`src/rtl/ual_issue_pkg.sv`:
```
// Shared types and ALU op codes for the UAL issue/writeback slice.
package ual_issue_pkg;
    typedef logic [31:0] v32_t;
    typedef logic [7:0]  v8_t;

    localparam v8_t OP_ADD = 8'h01;
    localparam v8_t OP_SUB = 8'h02;
    localparam v8_t OP_AND = 8'h03;

    localparam int NREGS_DEF = 16;
    localparam int RA_W_DEF  = $clog2(NREGS_DEF);
    typedef logic [RA_W_DEF-1:0] ra_t;
endpackage

```
`src/rtl/ual_regfile.sv`:
```
// NREGS x 32 register file: two combinational read ports, debug read, one write port, r0 reads zero.
module ual_regfile
    import ual_issue_pkg::*;
#(
    parameter int  NREGS = 16,
    localparam int RA_W  = $clog2(NREGS)
) (
    input  logic            clk,
    input  logic            rst,
    input  logic [RA_W-1:0] ra1,
    output v32_t            rd1,
    input  logic [RA_W-1:0] ra2,
    output v32_t            rd2,
    input  logic [RA_W-1:0] dbg_addr,
    output v32_t            dbg_data,
    input  logic            we,
    input  logic [RA_W-1:0] wa,
    input  v32_t            wd
);
    v32_t regs [NREGS];

    // regs[0] is never written, so it stays at its reset value of zero
    always_ff @(posedge clk or posedge rst) begin
        if (rst) begin
            for (int i = 0; i < NREGS; i++) regs[i] <= '0;
        end else if (we && wa != '0) begin
            regs[wa] <= wd;
        end
    end

    assign rd1      = (ra1 == '0)      ? '0 : regs[ra1];
    assign rd2      = (ra2 == '0)      ? '0 : regs[ra2];
    assign dbg_data = (dbg_addr == '0) ? '0 : regs[dbg_addr];
endmodule

```
`src/rtl/ual_issue.sv`:
```
// Issue/writeback stage around a combinational ALU: EX register drives the ALU,
// WB register captures its result with backpressure; forwarding from the EX stage.
module ual_issue
    import ual_issue_pkg::*;
#(
    parameter int  NREGS = 16,
    localparam int RA_W  = $clog2(NREGS)
) (
    input  logic            clk,
    input  logic            rst,
    input  logic            in_valid,
    output logic            in_ready,
    input  v8_t             in_op,
    input  logic [RA_W-1:0] in_rd,
    input  logic [RA_W-1:0] in_rs1,
    input  logic [RA_W-1:0] in_rs2,
    input  logic            in_imm_en,
    input  v32_t            in_imm,
    output v32_t            alu_v1,
    output v32_t            alu_v2,
    output v8_t             alu_op,
    input  v32_t            alu_out,
    output logic            wb_valid,
    input  logic            wb_ready,
    output logic [RA_W-1:0] wb_rd,
    output v32_t            wb_data,
    input  logic [RA_W-1:0] dbg_addr,
    output v32_t            dbg_data,
    output v32_t            retired
);
    typedef struct packed {
        v8_t             op;
        logic [RA_W-1:0] rd;
        v32_t            v1;
        v32_t            v2;
    } ex_t;

    ex_t  ex_q;
    logic ex_valid;
    v32_t ret_cnt;
    v32_t rf_rd1, rf_rd2;
    v32_t src1, src2;
    logic adv, acc, ex_go;

    assign adv      = !wb_valid || wb_ready;
    assign in_ready = !ex_valid || adv;
    assign acc      = in_valid && in_ready;
    assign ex_go    = ex_valid && adv;

    ual_regfile #(.NREGS(NREGS)) u_rf (
        .clk      (clk),
        .rst      (rst),
        .ra1      (in_rs1),
        .rd1      (rf_rd1),
        .ra2      (in_rs2),
        .rd2      (rf_rd2),
        .dbg_addr (dbg_addr),
        .dbg_data (dbg_data),
        .we       (ex_go),
        .wa       (ex_q.rd),
        .wd       (alu_out)
    );

    // The EX instruction writes back on the same edge as the accept, so its
    // result must be taken from the ALU rather than the stale register.
    always_comb begin
        src1 = rf_rd1;
        if (in_rs1 != '0 && ex_valid && ex_q.rd == in_rs1) src1 = alu_out;
        src2 = rf_rd2;
        if (in_rs2 != '0 && ex_valid && ex_q.rd == in_rs2) src2 = alu_out;
        if (in_imm_en) src2 = in_imm;
    end

    always_ff @(posedge clk or posedge rst) begin
        if (rst) begin
            ex_valid <= 1'b0;
            ex_q     <= '0;
        end else if (acc) begin
            ex_valid <= 1'b1;
            ex_q     <= '{op: in_op, rd: in_rd, v1: src1, v2: src2};
        end else if (adv) begin
            ex_valid <= 1'b0;
        end
    end

    always_ff @(posedge clk or posedge rst) begin
        if (rst) begin
            wb_valid <= 1'b0;
            wb_rd    <= '0;
            wb_data  <= '0;
        end else if (ex_go) begin
            wb_valid <= 1'b1;
            wb_rd    <= ex_q.rd;
            wb_data  <= alu_out;
        end else if (wb_ready) begin
            wb_valid <= 1'b0;
        end
    end

    always_ff @(posedge clk or posedge rst) begin
        if (rst)                       ret_cnt <= '0;
        else if (wb_valid && wb_ready) ret_cnt <= ret_cnt + 32'd1;
    end

    assign alu_v1  = ex_q.v1;
    assign alu_v2  = ex_q.v2;
    assign alu_op  = ex_q.op;
    assign retired = ret_cnt;
endmodule

```
`config.mk`:
```
export PLATFORM = sky130hd
export DESIGN_NAME = ual_issue
export DESIGN_NICKNAME = d
export VERILOG_FILES = /design/src/rtl/ual_issue_pkg.sv /design/src/rtl/ual_regfile.sv /design/src/rtl/ual_issue.sv
export SDC_FILE = /design/constraint.sdc
export NUM_CORES = 2
export LEC_CHECK = 0
export CORE_AREA = 10 10 274 250
export DETAILED_ROUTE_END_ITERATION = 6
export DIE_AREA = 0 0 284 260
export PLACE_DENSITY_LB_ADDON = 0.3
export SYNTH_ARGS = -nofsm -noshare
export SYNTH_HDL_FRONTEND = slang
export SYNTH_SLANG_ARGS = --single-unit
```
`constraint.sdc`:
```
create_clock -name clk -period 23.8 [get_ports clk]
set_input_delay 3.57 -clock clk [delete_from_list [all_inputs] [get_ports clk]]
set_output_delay 3.57 -clock clk [all_outputs]
set_load 0.02 [all_outputs]
```
==> flow_metrics.env <==
export IMPL_cap_violations=0
export IMPL_gp_congestion=0.8547
export IMPL_yosysWarnings=0
export IMPL_clock_fmax_ghz=0.09234
export IMPL_tightest_slew_ps=1175
export IMPL_num_rows=87
export IMPL_pwr_density_cell_nw_per_um2=108.5
export IMPL_fin_area_um2=42100
export IMPL_hold_path_end="u_rf.regs[503]"
export IMPL_synth_ff_type="dfrtp_1"
export IMPL_layout_commonest_cell="dfrtp_1"
export IMPL_busiest_layer="met2"
export IMPL_synth_top_area_share_pct=44.20
export IMPL_p_leak_nw=17.49
export IMPL_use_met2_pct=47.97
export IMPL_grt_max_degree=187
export IMPL_final_util_pct=67.49
export IMPL_vias=26220
export IMPL_placed_area_um2=39540
export IMPL_start_util_pct=59.73
export IMPL_pwr_share_seq_pct=42.4
export IMPL_ctsResizeCount=0
export IMPL_clock_latency_ps=620
export IMPL_hp_class="reg2reg"
export IMPL_drt_iter0_drc=3669
export IMPL_crit_required_ps=20230
export IMPL_wl_per_cell_um=32.07
export IMPL_die_area_um2=73840
export IMPL_status="finished, final reports clean"
export IMPL_hold_depth=0
export IMPL_ys_ff_latch=658
export IMPL_power_switching_w=0.001424
export IMPL_path_buf_inv=5
export IMPL_chipHeight_um=260
export IMPL_p_int_w=0.003143
export IMPL_synth_fp_nets=2788
export IMPL_synthCells=2694
export IMPL_whs_ps=421.1
export IMPL_critical_path_max_stage_delay_ps=750
export IMPL_hold_buffers=0
export IMPL_io_buffers=266
export IMPL_hold_viol=0
export IMPL_grt_use_total_pct=31.00
export IMPL_clkPwrFrac_pct=26.4
export IMPL_grtUsageMet3_pct=9.058
export IMPL_drive_gt1_share_pct=34.85
export IMPL_cts_clk_slew_worst_paths_ps=60
export IMPL_cts_buffer_depth=3
export IMPL_final_max_slew_viol_count=0
export IMPL_rr_endpoint="alu_v2[10]"
export IMPL_maxSlewHeadroom_pct=21.35
export IMPL_dr_pass1_iters=5
export IMPL_async_flop_share_pct=100.0
export IMPL_worstSetupEndpointType="output port"
export IMPL_num_fill_cells=4247
export IMPL_grt_pass1_vias=27120
export IMPL_setup_tns_ps=0
export IMPL_synth_top_area_cell="dfrtp_1"
export IMPL_grt_ovfl_total=0
export IMPL_synth_edf_count=0
export IMPL_synth_area_um2=37250
export IMPL_crit_fanout=53
export IMPL_cpMostUsedCell="buf_4"
export IMPL_rr_worst_depth=6
export IMPL_met1_usage_pct=40.73
export IMPL_cp_slowest_cell="buf_4"
export IMPL_routed_wl_mm=115.2
export IMPL_area_delta_synth_final_pct=12.99
export IMPL_cts_tree="yes"
export IMPL_comb_power_share_pct=31.2
export IMPL_critical_path_class="in2out"
export IMPL_final_cell_mix="658 x dfrtp_1, 384 x mux4_2, 359 x mux2_2"
export IMPL_crit_family="buffers and inverters"
export IMPL_nets=2784
export IMPL_swShare_pct=31.17
export IMPL_worst_slack_ps=12970
export IMPL_grt_pass1_wl_mm=173.6
export IMPL_fp_coreArea_um2=62370
export IMPL_antenna_found_initial=1
export IMPL_antenna_left=0
export IMPL_worst_setup_path_start_kind="primary input"
export IMPL_timing_final_crit_share_pct=45.50
export IMPL_setup_violations=0
export IMPL_numCtsBuffers=71
export IMPL_fin_skew_ps=22.52
export IMPL_io_pins=267
export IMPL_synth_cell_type_count=52
export IMPL_peakVddDrop_mv=0.05547
export IMPL_timing_reg2reg_setup_slack_ps=20850
export IMPL_period_minus_slack_ps=10830
export IMPL_post_cts_buffers=0
export IMPL_syn_area_per_cell_um2=13.83
export IMPL_post_route_drc_count=0
export IMPL_post_drt_via_cell_ratio=7.300
export IMPL_hold_path_startpoint="u_rf.regs[503]"
export IMPL_die_w_um=284
export IMPL_htree_levels=3
export IMPL_detailedPlace_worstSlack_ps=13120
export IMPL_path_cells="buf_4 > buf_4 > buf_4 > nor4_4 > buf_4 > a211oi_1 > clkdlybuf4s50_1"
export IMPL_netlist_top_cells_area="dfrtp_1 44%, mux4_2 23%, mux2_2 11%"
export IMPL_cts_sinks=658
export IMPL_dp_hpwl_mm=67.09
export IMPL_rsz0062_at_grt="false"
export IMPL_worstReg2RegStart="ex_q[66]"
export IMPL_cp_arrival_ps=7260
export IMPL_synth_seq_area_share_pct=44.20
export IMPL_cts_root_buf="clkbuf_16"
metrics by stage:
step	total power [W]	std cells
final	0.004567	3592
after global routing	0.004750	3592
after CTS	0.004549	3590
after detailed placement	0.003343	3461
after global placement	0.003249	3461
after floorplan	0.002908	2694
cells in the mapped netlist, types with 33 or more instances:
master / instances
dfrtp_1: 658
mux4_2: 384
mux2_2: 359
nand2_1: 171
clkbuf_1: 162
o22ai_1: 127
mux2_1: 122
nor2_1: 109
buf_4: 97
buf_2: 76
a211oi_1: 64
buf_1: 56
nor2b_1: 34
o221ai_1: 33
power by group through the flow:
stage	Clock, W	Sequential, W	Combinational, W
after CTS	0.00121	0.00191	0.00143
after global placement	0	0.00188	0.00137
after detailed placement	0	0.00193	0.00142
final	0.00121	0.00193	0.00143
after floorplan	0	0.00180	0.00111
after global routing	0.00126	0.00198	0.00151
cell type report:
class / count / area, µm² / area share [%]
Tap cell: 845 / 1057 / 2.512
Inverter: 5 / 26.28 / 0.06242
Antenna cell: 1 / 2.502 / 0.005945
Sequential cell: 658 / 16470 / 39.12
Multi-Input combinational cell: 1638 / 18950 / 45.02
Clock inverter: 26 / 427.9 / 1.017
Clock buffer: 103 / 2112 / 5.017
Timing Repair Buffer: 316 / 3054 / 7.255
worst max path at each step:
stage / to / cells after the start / slack (ps) / from
final: dbg_data[31] / 7 / 12970 / dbg_addr[2]
after global routing: dbg_data[31] / 7 / 12880 / dbg_addr[2]
after CTS: dbg_data[31] / 7 / 13110 / dbg_addr[2]
after detailed placement: dbg_data[31] / 7 / 13120 / dbg_addr[2]
after global placement: dbg_data[31] / 7 / 13250 / dbg_addr[2]
after floorplan: alu_op[0] / 1 / 1790 / rst
routing by layer:
| layer | wire (µm) | part of all wire (%) |
|---|---|---|
| met1 | 43130 | 37 |
| met2 | 53230 | 46 |
| met3 | 13580 | 12 |
| met4 | 5245 | 4.6 |
| met5 | 0 | 0 |
state kept, by name (all words and copies together), names as in the netlist, 4 cells and up:
name,flops
ex_q,4
alu_v1,32
alu_v2,32
alu_op,8
u_rf.regs,512
wb_rd,4
retired,32
wb_data,32
kinds of logic after synthesis:
| kind of cell | after synthesis | synth area share (%) |
|---|---|---|
| AND/OR/NAND/NOR | 377 | 4.631 |
| flip-flops | 658 | 44.20 |
| adder cells (fa/ha/maj) | 1 | 0.03358 |
| XOR/XNOR | 37 | 0.8699 |
| multiplexers | 897 | 38.61 |
| buffers and inverters | 398 | 5.293 |
| AO/OA/AOI/OAI | 326 | 6.361 |
No activity file was read; power rests on OpenSTA's default activity.
